===== src/rtl/microsequencer.sv =====
// Microcode sequencer: walks a registered microcode ROM through fetch, opcode
// dispatch and stall cycles, halting on the all-ones halt word.
module microsequencer #(
  parameter int unsigned OFFSET_WIDTH = 6,
  parameter int unsigned OPCODE_WIDTH = 5,
  parameter int unsigned ICOUNT_WIDTH = 16
) (
  input  logic                    clk,
  input  logic                    rst_n,
  input  logic                    mc_seq,
  input  logic [OFFSET_WIDTH-1:0] mc_next,
  input  logic [OPCODE_WIDTH-1:0] opcode,
  input  logic                    branch_cond,
  input  logic                    mem_wait,
  input  logic                    resume,
  output logic [OFFSET_WIDTH-1:0] offset,
  output logic [OFFSET_WIDTH-1:0] upc,
  output logic                    halted,
  output logic                    illegal_op,
  output logic [ICOUNT_WIDTH-1:0] icount
);

  localparam logic [OFFSET_WIDTH-1:0] OFF_ONES    = '1;
  localparam logic [OPCODE_WIDTH-1:0] LAST_LEGAL  = OPCODE_WIDTH'(17);

  typedef enum logic [1:0] {
    ST_INIT = 2'd0,
    ST_RUN  = 2'd1,
    ST_HALT = 2'd2
  } state_t;

  state_t                  state, state_nxt;
  logic [OFFSET_WIDTH-1:0] upc_nxt;
  logic [ICOUNT_WIDTH-1:0] icount_nxt;
  logic                    ill_nxt;
  logic                    halt_word;
  logic                    op_illegal;
  logic [OFFSET_WIDTH-1:0] disp_off;

  // Opcode to microroutine entry point; unmapped opcodes land on the halt word.
  function automatic logic [OFFSET_WIDTH-1:0] dispatch(
    input logic [OPCODE_WIDTH-1:0] op,
    input logic                    cond
  );
    logic [5:0] t;
    logic       hit;
    hit = 1'b1;
    t   = 6'h00;
    case (op)
      OPCODE_WIDTH'(5'h00): t = 6'h02;
      OPCODE_WIDTH'(5'h01): t = 6'h03;
      OPCODE_WIDTH'(5'h02): t = 6'h04;
      OPCODE_WIDTH'(5'h03): t = 6'h08;
      OPCODE_WIDTH'(5'h04): t = 6'h0A;
      OPCODE_WIDTH'(5'h05): t = 6'h0E;
      OPCODE_WIDTH'(5'h06): t = cond ? 6'h0E : 6'h0F;
      OPCODE_WIDTH'(5'h07): t = 6'h10;
      OPCODE_WIDTH'(5'h08): t = 6'h11;
      OPCODE_WIDTH'(5'h09): t = 6'h12;
      OPCODE_WIDTH'(5'h0A): t = 6'h16;
      OPCODE_WIDTH'(5'h0B): t = 6'h1A;
      OPCODE_WIDTH'(5'h0C): t = 6'h1E;
      OPCODE_WIDTH'(5'h0D): t = 6'h22;
      OPCODE_WIDTH'(5'h0E): t = 6'h26;
      OPCODE_WIDTH'(5'h0F): t = 6'h27;
      OPCODE_WIDTH'(5'h10): t = 6'h28;
      OPCODE_WIDTH'(5'h11): t = 6'h29;
      default:              hit = 1'b0;
    endcase
    return hit ? OFFSET_WIDTH'(t) : OFF_ONES;
  endfunction

  assign halt_word  = mc_seq && (mc_next == OFF_ONES);
  assign op_illegal = (opcode > LAST_LEGAL);
  assign disp_off   = dispatch(opcode, branch_cond);

  // Next-state, next micro-PC and ROM address selection.
  always_comb begin
    state_nxt  = state;
    offset     = '0;
    upc_nxt    = upc;
    icount_nxt = icount;
    ill_nxt    = illegal_op;
    case (state)
      ST_INIT: begin
        offset    = '0;
        upc_nxt   = '0;
        state_nxt = ST_RUN;
      end
      ST_RUN: begin
        if (halt_word) begin
          offset    = OFF_ONES;
          state_nxt = ST_HALT;
        end else if (mem_wait) begin
          offset = upc;
        end else if (mc_seq) begin
          offset  = mc_next;
          upc_nxt = mc_next;
          // Returning to fetch from a non-fetch word retires an instruction.
          if ((mc_next == '0) && (upc != '0)) begin
            icount_nxt = icount + ICOUNT_WIDTH'(1);
          end
        end else begin
          offset  = disp_off;
          upc_nxt = disp_off;
          if (op_illegal) begin
            ill_nxt = 1'b1;
          end
        end
      end
      ST_HALT: begin
        offset = OFF_ONES;
        if (resume) begin
          state_nxt  = ST_INIT;
          icount_nxt = '0;
          ill_nxt    = 1'b0;
        end
      end
      default: begin
        state_nxt = ST_INIT;
      end
    endcase
  end

  // State and registered outputs.
  always_ff @(posedge clk or negedge rst_n) begin
    if (!rst_n) begin
      state      <= ST_INIT;
      upc        <= '0;
      icount     <= '0;
      illegal_op <= 1'b0;
      halted     <= 1'b0;
    end else begin
      state      <= state_nxt;
      upc        <= upc_nxt;
      icount     <= icount_nxt;
      illegal_op <= ill_nxt;
      halted     <= (state_nxt == ST_HALT);
    end
  end

endmodule


===== config.mk =====
export PLATFORM = sky130hd
export DESIGN_NAME = microsequencer
export DESIGN_NICKNAME = d
export VERILOG_FILES = /design/src/rtl/microsequencer.sv
export SDC_FILE = /design/constraint.sdc
export NUM_CORES = 1
export LEC_CHECK = 0
export BUFFER_PORTS_ARGS = -buffer_cell sky130_fd_sc_hd__buf_4
export CORE_MARGIN = 4
export CORE_UTILIZATION = 53
export CTS_CLUSTER_SIZE = 12
export DETAILED_ROUTE_END_ITERATION = 10
export PLACE_DENSITY = 0.86
export SETUP_SLACK_MARGIN = 0.05
export SLEW_MARGIN = 15
export SYNTH_ARGS = -nofsm -noshare
export SYNTH_HDL_FRONTEND = slang
export SYNTH_SLANG_ARGS = --single-unit

===== constraint.sdc =====
create_clock -name clk -period 3.2 [get_ports clk]
set_clock_uncertainty 0.2 [all_clocks]
set_input_delay 0.64 -clock clk [delete_from_list [all_inputs] [get_ports clk]]
set_output_delay 0.64 -clock clk [all_outputs]
set_load 0.03 [all_outputs]

* After elaboration in Yosys (flattened, before gate mapping)
Cells that the tools add are included.
Word-level totals: register bits after elaboration 26, input bits 17, output and inout bits 30
Operators by class: add/subtract/negate cells 1, magnitude comparators 1, equality and inequality tests 28, multiplexer cells 25, reductions and logical operators 12
Operators by type and width (number):
- 6-bit case mux with 18 select lines | 1
- 16-bit 2-to-1 mux | 5
- 5-bit by 4-bit == test with 1-bit output (second input constant) | 8
- 16-bit case mux with 2 select lines | 1
- 6-bit 2-to-1 mux | 5
- 6-bit case mux with 2 select lines | 2
- 5-bit by 3-bit == test with 1-bit output (second input constant) | 4
- 18-bit OR reduction | 1
- 16-bit by 1-bit adder with 16-bit output (second input constant) | 1
- 2-bit != test (second input constant) | 7
- 6-bit AND reduction | 2
- 5-bit by 2-bit == test with 1-bit output (second input constant) | 2
- 5-bit == test (second input constant) | 2
- 1-bit 2-to-1 mux | 7
- 6-bit == test (second input constant) | 1
- 6-bit zero test | 1
- 2-bit case mux with 3 select lines | 1
- 6-bit nonzero test | 1
- 5-bit by 1-bit == test with 1-bit output (second input constant) | 1
- 5-bit greater-than comparator (second input constant) | 1
- 5-bit zero test | 1
- 2-bit == test (second input constant) | 2
- 2-bit 2-to-1 mux | 2
- 2-bit nonzero test | 2
- 5 further kinds | 6

* Logic depth before layout (Yosys ltp)
depth in word-level cells 8, gate-level depth with buffers 10, mapped depth without buffers 7

* Least setup slack after synthesis
Ideal clock, no wire load.
path type input -> output, from input port opcode[3], to output port offset[2], arrival time 2.181 ns, required time 2.360 ns, path slack 0.179 ns, stages 6, path through buf_2 > xor2_1 > o221ai_1 > a211oi_1 > a211oi_1 > o31ai_1
On the way: cells in the longest elaborated chain, start to end 8
Ends and longest elaborated chain:
- start, declared | line 12 | input logic [OPCODE_WIDTH-1:0] opcode,
- 5-bit == test (tied with other cells) | line 49 | case (op)
- 18-bit OR reduction (no line)
- 1-bit 2-to-1 mux | line 49
- 6-bit 2-to-1 mux * | line 70 | return hit ? OFFSET_WIDTH'(t) : OFF_ONES;
- 6-bit 2-to-1 mux * | line 96 | end else if (mc_seq) begin
- 6-bit 2-to-1 mux * | line 94 | end else if (mem_wait) begin
- 6-bit 2-to-1 mux * | line 91 | if (halt_word) begin
- 6-bit case mux with 2 select lines * | line 84 | case (state)
- end, declared | line 16 | output logic [OFFSET_WIDTH-1:0] offset,
Mark *: on every way between the ends. The rest lies on a longest branch, timed or not.

* Final worst setup path
from register state[1], to output port offset[0]
On the way: cells in the longest elaborated chain, start to end 2
Ends and longest elaborated chain:
- start, declared | line 32 | state_t state, state_nxt;
- start signal, assigned | line 134 | state <= state_nxt;
- 2-bit == test / 2-bit by 1-bit == test with 1-bit output (equally long branches) | line 84
- 6-bit case mux with 2 select lines * | line 84
Marked as above.

==> run summary <==
Status: completed
DR WL met2: 2280 um
Die W: 68.1 um
Final WL: 4810 um
Flop-to-flop setup slack: 0.61 ns
# setup viols final: 0
Placed inst area: 2270 um2
CP max stage delay: 0.42 ns
Cts bufs inserted: 3
Placer Congestion: 0.875
WP buf/inv: 2
Syn_nets: 254
Slew HR: 57.1%
Hold_ws: 0.342 ns
Crit path launch type: flop
Synth Register Bits: 26
Req. time, crit path: 2.36 ns
Most frequent cells in the layout: buf_4 (50), nand2_1 (26), o21ai_0 (26), dfrtp_1 (26), nor2_1 (17)
Final nets: 296
Post-DRT Antenna Nets: 0
Slowest-stage cell, CP: dfrtp_1
Worst r2r dst: icount[13]
P_leak: 1.02 nW
Layout cells sized above 1: 24.2%
Worst Hold Class: reg -> reg
Via density per instance: 6.12
Pre-antenna DRT Iters: 4
Tmin final: 2.95 ns
Clk sinks: 26
N_diodes: 0
Global Route Usage Sum: 21.9%
H-tree level count: 1
Number of global-route vias before repair: 1,667
Congestion Overflow GR: 0
DR iter-0 viols: 220
Post-synth ARST share: 100%
Fin crit share: 92.2%
Final hold vios: 0
Hold Path End: illegal_op
Die area: 4640 um2
Clock buffer depth: 2
First-pass GRT wire length: 7930 um
Crit path max-delay family: compound AO/OA/AOI/OAI gates
Commonest non-fill, non-tap cell in the layout: buf_4
Ys flop type: dfrtp_1
Initial antenna violation count: 0
Syn Area/Cell: 8.26 um2
Hold path startpoint: illegal_op
DR WL met3: 279 um
Synthesized cell area: 1920 um2
Latest clock arrival within the worst-skew pair: 0.32 ns
Clock-pin slew on the worst setup and hold paths: 0.14 ns
PD cells: 770 nW/um2
Sequential fraction of the synthesis area: 33.9%
CP Cell Sequence: inv_1, ha_2, and4_1, a21oi_2, a21boi_0, a31o_2, buf_4
Critical path class: reg -> out
Arrival time at the worst endpoint: 2.11 ns
Slew Limit Fails: 0
Detailed placement HPWL: 3550 um
DR top layer: met4
RSZ-0062 raised after global routing: false
YS warnings: 0
Final instance area: 2320 um2
I/O Pins: 47
DR WL/cell: 15.1 um
Crit. End Element: primary output
Largest net degree at the start of global routing: 27
Hold Path Depth: 2
VDD IR-drop max: 0.000604 V
DRC: 0
Netlist cell types: 56
Number of synthesized flops with an enable pin: 0
Area delta synth->final: 21.2%
CTS tree: yes
Core Region: 3420 um2
Tightest Pin Transition: 0.637 ns
FMAX: 0.339 GHz
I/O Buffers: 46
Die Height: 68.1 um
R2R Path Start: state[1]
Synth Instances: 232
FP Rows: 21
Crit-path max FO: 11
Total number of vias: 1,951
M1 wire length: 2220 um
Reg2Reg Depth: 8
Setup TNS: 0 ns
Starting Density: 56.1%
Max-cap viol count: 0
CTS root buffer: clkbuf_4
==> layer usage <==
| metal | global-route usage, % | vias to the layer above |
|---|---|---|
| met1 | 31.7 | 923 |
| met3 | 4.11 | 4 |
| met5 | 0 | - |
| met4 | 3.72 | 0 |
| met2 | 34.5 | 67 |
| li1 | - | 957 |
==> cell type report <==
cell class              count  area (um2)
well taps                  46        57.6
flip-flops and latches     26         651
inverters                   9        33.8
multi-input cells         183        1160
repair buffers             51         385
fillers                   295        1090
clock buffers               4        36.3
==> state kept, by name, indices dropped and copies added (netlist names) <==
signal	cells
halted	1
state	2
icount	16
upc	6
illegal_op	1
==> logic make-up (layout without fill, tap and decap cells) <==
logic type	count (synthesis)	after routing	share of synthesized area, %
buffers and inverters	23	64	5.87
AO/OA/AOI/OAI	78	78	29.0
flip-flops	26	26	33.9
AND/OR/NAND/NOR	99	99	27.5
adder cells (fa/ha/maj)	5	5	3.26
XOR/XNOR	1	1	0.457
==> power breakdown <==
group	internal [mW]	switching, mW
registers	0.413	0.116
clock network	0.0696	0.0962
logic	0.412	0.681
==> through the flow <==
| step | cells | util, % | total power [mW] | setup slack (ns) |
|---|---|---|---|---|
| 5_1_grt | 319 | 68.0 | 1.93 | 0.0832 |
| 4_1_cts | 319 | 67.8 | 1.79 | 0.0515 |
| 3_3_place_gp | 314 | 66.5 | 1.60 | 0.432 |
| 2_1_floorplan | 232 | - | 1.28 | 0.179 |
| 6_report | 319 | 68.0 | 1.79 | 0.251 |
| 3_5_place_dp | 314 | 66.5 | 1.62 | 0.434 |
==> worst register-to-register path, stage by stage (launching register included) <==
cell      delay [ns]
dfrtp_1         0.42
inv_1           0.09
ha_2            0.24
and4_1          0.28
a211oi_4        0.32
nand2_2         0.09
or2_0           0.32
buf_4           0.24
a211o_1         0.29
==> worst max-delay path by stage <==
stage / startpoint / to / slack, ns / cells after the start
2_1_floorplan: opcode[3] / offset[2] / 0.18 / 6
3_3_place_gp: opcode[0] / offset[2] / 0.43 / 7
3_5_place_dp: opcode[0] / offset[2] / 0.43 / 7
4_1_cts: state[1] / offset[1] / 0.05 / 7
5_1_grt: state[1] / offset[5] / 0.08 / 7
6_report: state[1] / offset[0] / 0.25 / 7
==> Yosys cell counts (2+ instances only) <==
cell,number,area (um2)
nand3_1,15,75.1
nand2b_1,2,12.5
buf_2,3,15.0
dfrtp_1,26,651
a211o_1,2,17.5
o211ai_1,10,75.1
o221ai_1,6,52.6
or4_1,2,15.0
and2_1,2,12.5
buf_6,3,33.8
nand2_1,26,97.6
or3_1,5,31.3
and3_1,3,18.8
a31o_2,2,17.5
nor3_1,6,30.0
nor3b_1,2,15.0
inv_1,9,33.8
ha_1,5,62.6
a21o_1,3,22.5
a31oi_1,4,25.0
nor2b_1,3,18.8
nor4b_1,2,17.5
a21oi_1,5,25.0
a211oi_1,2,15.0
a21boi_0,2,15.0
nor4_1,2,12.5
o21ai_0,26,130
nor2_1,17,63.8
clkbuf_1,8,30.0
nand3b_1,3,22.5
==> repair_timing <==
action	CTS	global route
hold buffers	1	0
setup buffers	0	0
resized for setup	0	2
endpoints found under the hold margin	14	0
setup endpoints to repair	0	5
Power figures use the tool's default switching activity.
